$ cat config.mk
export PLATFORM = sky130hd
export DESIGN_NAME = if_id_stage
export DESIGN_NICKNAME = d
export VERILOG_FILES = /design/src/rtl/if_id_stage_pkg.sv /design/src/rtl/if_id_stage_dff_en_clr_16bit.sv /design/src/rtl/if_id_stage.sv
export SDC_FILE = /design/constraint.sdc
export NUM_CORES = 1
export LEC_CHECK = 0
export CELL_PAD_IN_SITES_DETAIL_PLACEMENT = 1
export CELL_PAD_IN_SITES_GLOBAL_PLACEMENT = 2
export CORE_ASPECT_RATIO = 2
export CORE_UTILIZATION = 23
export DETAILED_ROUTE_END_ITERATION = 8
export PLACE_DENSITY_LB_ADDON = 0.1
export REMOVE_ABC_BUFFERS = 1
export SLEW_MARGIN = 20
export SYNTH_ARGS = -nofsm -noshare
export SYNTH_HDL_FRONTEND = slang
export SYNTH_SLANG_ARGS = --single-unit
export TNS_END_PERCENT = 20
$ cat constraint.sdc
create_clock -name clk -period 1.5 [get_ports clk]
set_input_delay 0.225 -clock clk [delete_from_list [all_inputs] [get_ports clk]]
set_output_delay 0.225 -clock clk [all_outputs]
set_load 0.01 [all_outputs]
$ cat src/rtl/if_id_stage_pkg.sv
// ----------------------------------------------------------------------------
// if_id_stage_pkg
// Shared constants and types for the IF/ID pipeline boundary:
//   OPC_HLT        opcode (instruction bits [15:12]) of the halt instruction
//   NOP_INSTR_DEF  default bubble instruction word
//   ifid_state_e   halt-tracking FSM states (ST_RUN / ST_HALTED)
// ----------------------------------------------------------------------------
package if_id_stage_pkg;

    localparam logic [3:0]  OPC_HLT       = 4'hF;
    localparam logic [15:0] NOP_INSTR_DEF = 16'h0000;

    typedef enum logic {
        ST_RUN    = 1'b0,
        ST_HALTED = 1'b1
    } ifid_state_e;

endpackage : if_id_stage_pkg

$ cat src/rtl/if_id_stage_dff_en_clr_16bit.sv
// ----------------------------------------------------------------------------
// dff_en_clr_16bit
// 16-bit register with synchronous active-low reset, synchronous clear to a
// fixed value, and load enable. Priority: reset > clear > enable > hold.
// Ports:
//   clk_i   clock (rising edge)
//   rst_ni  synchronous active-low reset, loads RST_VAL
//   clr_i   synchronous clear, loads CLR_VAL
//   en_i    load enable, captures d_i
//   d_i     data in
//   q_o     registered data out
// ----------------------------------------------------------------------------
module dff_en_clr_16bit #(
    parameter logic [15:0] RST_VAL = 16'h0000,
    parameter logic [15:0] CLR_VAL = 16'h0000
) (
    input  logic        clk_i,
    input  logic        rst_ni,
    input  logic        clr_i,
    input  logic        en_i,
    input  logic [15:0] d_i,
    output logic [15:0] q_o
);

    logic [15:0] data_q;

    always_ff @(posedge clk_i) begin
        if (!rst_ni) begin
            data_q <= RST_VAL;
        end else if (clr_i) begin
            data_q <= CLR_VAL;
        end else if (en_i) begin
            data_q <= d_i;
        end
    end

    assign q_o = data_q;

endmodule : dff_en_clr_16bit

$ cat src/rtl/if_id_stage.sv
// ----------------------------------------------------------------------------
// if_id_stage
// IF/ID pipeline boundary. Captures the fetched instruction and PC+2 each
// cycle, holds on stall, squashes to a bubble on flush, and freezes while a
// valid halt instruction sits in ID.
//
// Ports:
//   clk              pipeline clock, rising edge
//   rst              synchronous active-low reset
//   stall            hold current contents
//   flush            squash slot to bubble (overrides stall and halt)
//   pc_curr2_in      PC+2 from fetch
//   instruction_in   instruction word from fetch
//   pc_curr2_out     registered PC+2
//   instruction_out  registered instruction, NOP_INSTR when bubble
//   opcode_out       instruction_out[15:12]
//   valid_out        slot holds a real instruction
//   halted           a valid HLT sits in ID, stage frozen
//
// Optional build macro IFID_PERF_CNT_EN adds:
//   stall_cnt        saturating count of stall edges (stall without flush)
//   flush_cnt        saturating count of flush edges
// ----------------------------------------------------------------------------
module if_id_stage
    import if_id_stage_pkg::*;
#(
    parameter logic [15:0] NOP_INSTR = NOP_INSTR_DEF,
    parameter logic [3:0]  HLT_OPC   = OPC_HLT
) (
    input  logic        clk,
    input  logic        rst,
    input  logic        stall,
    input  logic        flush,
    input  logic [15:0] pc_curr2_in,
    input  logic [15:0] instruction_in,
    output logic [15:0] pc_curr2_out,
    output logic [15:0] instruction_out,
    output logic [3:0]  opcode_out,
    output logic        valid_out,
    output logic        halted
`ifdef IFID_PERF_CNT_EN
    ,
    output logic [15:0] stall_cnt,
    output logic [15:0] flush_cnt
`endif
);

    ifid_state_e state_q, state_d;
    logic        valid_q, valid_d;
    logic        load_en;
    logic [15:0] pc_q;
    logic [15:0] instr_q;

    // A load happens only when nothing of higher priority claims the edge;
    // while halted, fetch data is ignored until a flush or reset.
    assign load_en = !flush && (state_q == ST_RUN) && !stall;

    dff_en_clr_16bit #(
        .RST_VAL (16'h0000),
        .CLR_VAL (16'h0000)
    ) u_pc_reg (
        .clk_i  (clk),
        .rst_ni (rst),
        .clr_i  (flush),
        .en_i   (load_en),
        .d_i    (pc_curr2_in),
        .q_o    (pc_q)
    );

    dff_en_clr_16bit #(
        .RST_VAL (NOP_INSTR),
        .CLR_VAL (NOP_INSTR)
    ) u_instr_reg (
        .clk_i  (clk),
        .rst_ni (rst),
        .clr_i  (flush),
        .en_i   (load_en),
        .d_i    (instruction_in),
        .q_o    (instr_q)
    );

    always_comb begin
        valid_d = valid_q;
        if (flush) begin
            valid_d = 1'b0;
        end else if (load_en) begin
            valid_d = 1'b1;
        end
    end

    always_comb begin
        state_d = state_q;
        case (state_q)
            ST_RUN: begin
                // Only a word actually captured by a load can halt; bubbles
                // and words arriving under stall never do.
                if (load_en && (instruction_in[15:12] == HLT_OPC)) begin
                    state_d = ST_HALTED;
                end
            end
            ST_HALTED: begin
                if (flush) begin
                    state_d = ST_RUN;
                end
            end
            default: state_d = ST_RUN;
        endcase
    end

    always_ff @(posedge clk) begin
        if (!rst) begin
            state_q <= ST_RUN;
            valid_q <= 1'b0;
        end else begin
            state_q <= state_d;
            valid_q <= valid_d;
        end
    end

    assign pc_curr2_out    = pc_q;
    assign instruction_out = instr_q;
    assign opcode_out      = instr_q[15:12];
    assign valid_out       = valid_q;
    assign halted          = (state_q == ST_HALTED);

`ifdef IFID_PERF_CNT_EN
    logic [15:0] stall_cnt_q, stall_cnt_d;
    logic [15:0] flush_cnt_q, flush_cnt_d;

    always_comb begin
        stall_cnt_d = stall_cnt_q;
        flush_cnt_d = flush_cnt_q;
        if (flush) begin
            if (flush_cnt_q != 16'hFFFF) begin
                flush_cnt_d = flush_cnt_q + 16'd1;
            end
        end else if (stall) begin
            if (stall_cnt_q != 16'hFFFF) begin
                stall_cnt_d = stall_cnt_q + 16'd1;
            end
        end
    end

    always_ff @(posedge clk) begin
        if (!rst) begin
            stall_cnt_q <= 16'h0000;
            flush_cnt_q <= 16'h0000;
        end else begin
            stall_cnt_q <= stall_cnt_d;
            flush_cnt_q <= flush_cnt_d;
        end
    end

    assign stall_cnt = stall_cnt_q;
    assign flush_cnt = flush_cnt_q;
`endif

endmodule : if_id_stage

* Yosys cells after proc, flatten, opt, wreduce, memory -nomap -nowiden
Index checks and enable logic that the tools add are counted.
Cells by class: equal/unequal tests 1, mux-type cells 3, bitwise logic cells 2, reductions and logical operators 6
Operators with widths (count):
- 4-bit equality test (second input constant) | 1
- 1-bit logical AND | 3
- 1-bit logical NOT | 2
- 1-bit 2-to-1 mux | 2
- 1-bit inverter | 2
- 1-bit case mux with 2 select lines | 1
- 2-bit OR reduction | 1
Storage, ports and cells: register bits 34, bits of input ports 36, output and inout port bits 38, logic and storage cells 16

* Longest topological paths before layout
depth in word-level cells 6, mapped depth 5, gate-level depth less buffers 2

* Hierarchy
From an unflattened synthesis, not the netlist that was laid out.
Second synthesis, totals: cells, all modules 119, area, all modules 1308.8 µm²
Modules (own cells, without submodules):
- dff_en_clr_16bit | times used 2, cells each 53, area an instance 594.3 µm², sequential area each 320.3 µm²
- if_id_stage | times used 1, cells each 13, area an instance 120.1 µm², sequential area each 40.0 µm²

* Worst setup path after synthesis
OpenSTA, ideal clock, no wires.
path kind reg2reg, from register state_q (netlist: halted), to register u_pc_reg.data_q[1] (netlist: u_pc_reg.q_o[1]), library setup time 70 ps, arrival time 1198 ps, data required time 1430 ps, slack 232 ps, cell stages (with the launch flop) 5, path buffers 2, period minus slack after synthesis 1268 ps, cells stage by stage dfxtp_1 buf_6 buf_6 or4b_1 a21oi_1
Between the ends: cells in the longest elaborated chain, start to end 3
Ends and longest elaborated chain:
- start: declaration | line if_id_stage.sv:48 | ifid_state_e state_q, state_d;
- start signal: assignment | line if_id_stage.sv:115 | state_q <= state_d;
- 1-bit inverter
- 1-bit logical AND (2 in a row) | line if_id_stage.sv:56 | assign load_en = !flush && (state_q == ST_RUN) && !stall;
- end signal: assignment | line if_id_stage_dff_en_clr_16bit.sv:33 | data_q <= d_i;
- end: declaration | line if_id_stage_dff_en_clr_16bit.sv:25 | logic [15:0] data_q;
Every way passes these cells. A chain may end at the register's enable or synchronous reset.

* Worst setup path in the final report
from register state_q (netlist: halted), to output halted
RTL lines:
- end: declaration | line if_id_stage.sv:40 | output logic halted
No word-level cell between the ends.

==> run metrics <==
Crit path max-delay family=buffers and inverters; cell leakage power=between 0.8 and 0.9 nW; Port Buffers=73; Crit. End Element=primary output; Peak VDD IR=between 0.0005 and 0.0006 V; met3 Use GR=3.21%; WP data required=between 1 and 1.5 ns; Seq/Total Area, Yosys=between 40% and 50%; Slew Limit Fails=0; total of warnings raised by yosys=0; largest net degree at the start of global routing=67; CORE AREA=0.00667 mm2; Pre-antenna DRT Iters=4; Rel. slew slack=82.2%; Post-CTS Setup Bufs=0; hold buffers post-CTS=0; area grow syn2layout=58.4%; CP cell instances=clkdlybuf4s50_1; Placer Congestion=0.687; Critical Path Max Stage Delay=approximately 0.55 ns; Die Y-Extent=between 100 and 150 um; met1 GRT Util=around 16%; slowest library cell on the worst path=clkdlybuf4s50_1; Total Die Area=about 0.0073 mm2; final hold vios=0; Startpoint Class=flop; met2 usage=about a quarter; Die W=between 60 and 70 um; num rows=42; most common cell after layout, fill and taps aside=clkdlybuf4s50_1; H-tree Lvls=2; RSZ-0062 raised after global routing=false; post-route DRC violation count=0; fin crit period=1.46 ns; Switching Fraction=around a fifth; Avg Inst Size Synth=between 9 and 10 um2; Critical Path Fanout Max=7; clock slew at reported path FFs=0.05 ns; Cell Count, Final, Fillers Out=roughly 320; FMAX=just under 0.7 GHz; share of layout cells above drive strength 1=about 8.4%; most frequent cells in the layout=71 x clkdlybuf4s50_1, 33 x a21oi_1, 33 x dfxtp_1, 32 x or4b_1, 32 x o31ai_1; Hold Path Class=flop to flop; status=complete, no violations; Psw=~0.50 mW; initial antenna violation count=0; Initial DRC Count=26; Detail Route Antenna Nets=0; Pwr Density=a little over 900 mW/mm2; max_cap viols=0; Post-DP Area=roughly 0.0024 mm2; Sink Count=34; clk_skew=about 0.0037 ns; Root Driver=clkbuf_16; CTS Buffer Depth=2; clock power share=47.9%; post-synthesis cell area=0.00161 mm2; Mapped Cells=between 150 and 200; vias=approximately 1.5k; Hold Slack=about 0.45 ns; Crit Path Category=flop to primary output; Avg WL per Cell=15.3 um; HPWL Detailed=3210 um; io pins=74; count of cell types in the netlist=14; CP arrival=around 1.2 ns; sequential share of power=39.9%; Int Pwr=1.84 mW; Post-Route Utilization=between 30% and 40%; Final period util=a little over nine tenths; final setup vio count=0; Worst-Margin Slew=0.263 ns; placed insts=just over 300; Initial Util=between 20% and 30%; global-route wire length before repair=just under 8000 um; cell area after layout=~0.0025 mm2; flops & latches, synth=34; busiest grt layer=met2; Global Route Usage Sum=between 10 and 15%; nets=between 200 and 300; Comb power frac=around 12%; Ant. Diodes=0; WL final=4810 um; routed vias/inst=slightly below 5; Clock Latency Late Sink=about 0.28 ns; grt total ovfl=0; worst path buffer plus inverter count=1; Inserted Clock Buffers=5; CTS tree=built; vias in the first global route=between 1.5k and 2k
## synthesized netlist by cell type (all sizes together)
cell type  number  area [um2]
or4b           32         320
inv             2        7.51
buf            18         119
nand2b          1        6.26
o41ai           1        8.76
or3             1        6.26
nand3b          1        7.51
a21oi          33         165
o31ai          32         240
clkbuf         11        41.3
nand3           1        5.00
dfxtp          34         681
## worst register-to-register path: stages (launching register included)
cell,delay [ns]
dfxtp_4,0.38
buf_12,0.18
or4b_1,0.54
a21oi_1,0.14
## cell families (layout without fill, tap and decap cells)
group           Yosys count  in the layout  synth area share, %
buf+inv                  31             91                 10.4
flops                    34             34                 42.3
compound gates           66             66                 25.8
simple gates             36             36                 21.5
## area by class of cell
| cell class | count | area (um2) |
|---|---|---|
| Timing Repair Buffer | 81 | 818 |
| Inverter | 2 | 7.51 |
| Tap cell | 88 | 110 |
| Clock buffer | 8 | 166 |
| Sequential cell | 34 | 684 |
| Multi-Input combinational cell | 102 | 759 |
| Fill cell | 767 | 4130 |
## final timing paths
kind | startpoint | to | slack [ns] | depth (start not counted)
setup / recovery | halted$_SDFF_PN0_ | halted | 0.04 | 1
hold / removal | valid_out$_SDFFE_PP0P_ | valid_out$_SDFFE_PP0P_ | 0.45 | 2
setup reg to reg | halted$_SDFF_PN0_ | u_pc_reg.q_o[2]$_SDFFE_PP0P_ | 0.19 | 3
hold reg to reg | valid_out$_SDFFE_PP0P_ | valid_out$_SDFFE_PP0P_ | 0.45 | 2
## state kept, by name, summed over array words and instances, names as in the netlist
register         flops
u_pc_reg.q_o        16
halted               1
u_instr_reg.q_o     16
valid_out            1
## stage by stage
stage / setup TNS [ns] / worst slack [ns] / total power [mW]
2_1_floorplan: -8.66 / -0.258 / 1.03
3_3_place_gp: 0 / 0.175 / 1.23
3_5_place_dp: 0 / 0.133 / 1.24
4_1_cts: 0 / 0.0218 / 2.39
5_1_grt: 0 / 0.00510 / 2.44
6_report: 0 / 0.0403 / 2.34
## power by group through the flow
stage	clock network (mW)	logic, mW	registers, mW
floorplan	0	0.0607	0.966
global placement	0	0.280	0.954
detailed placement	0	0.286	0.955
CTS	1.16	0.288	0.934
global route	1.20	0.308	0.935
finish	1.12	0.283	0.934
## per-layer routing
metal  wire (um)  part of all wire [%]
met1        1960                    41
met2        2530                    53
met3         231                   4.8
met4          90                   1.9
met5           0                     0
## repair_timing
action | 4_1_cts | 5_1_grt
endpoints found under the hold margin | 0 | 0
resized for setup | 1 | 0
setup endpoints to repair | 1 | 0
Note: power is estimated with default switching activity, not from simulation.
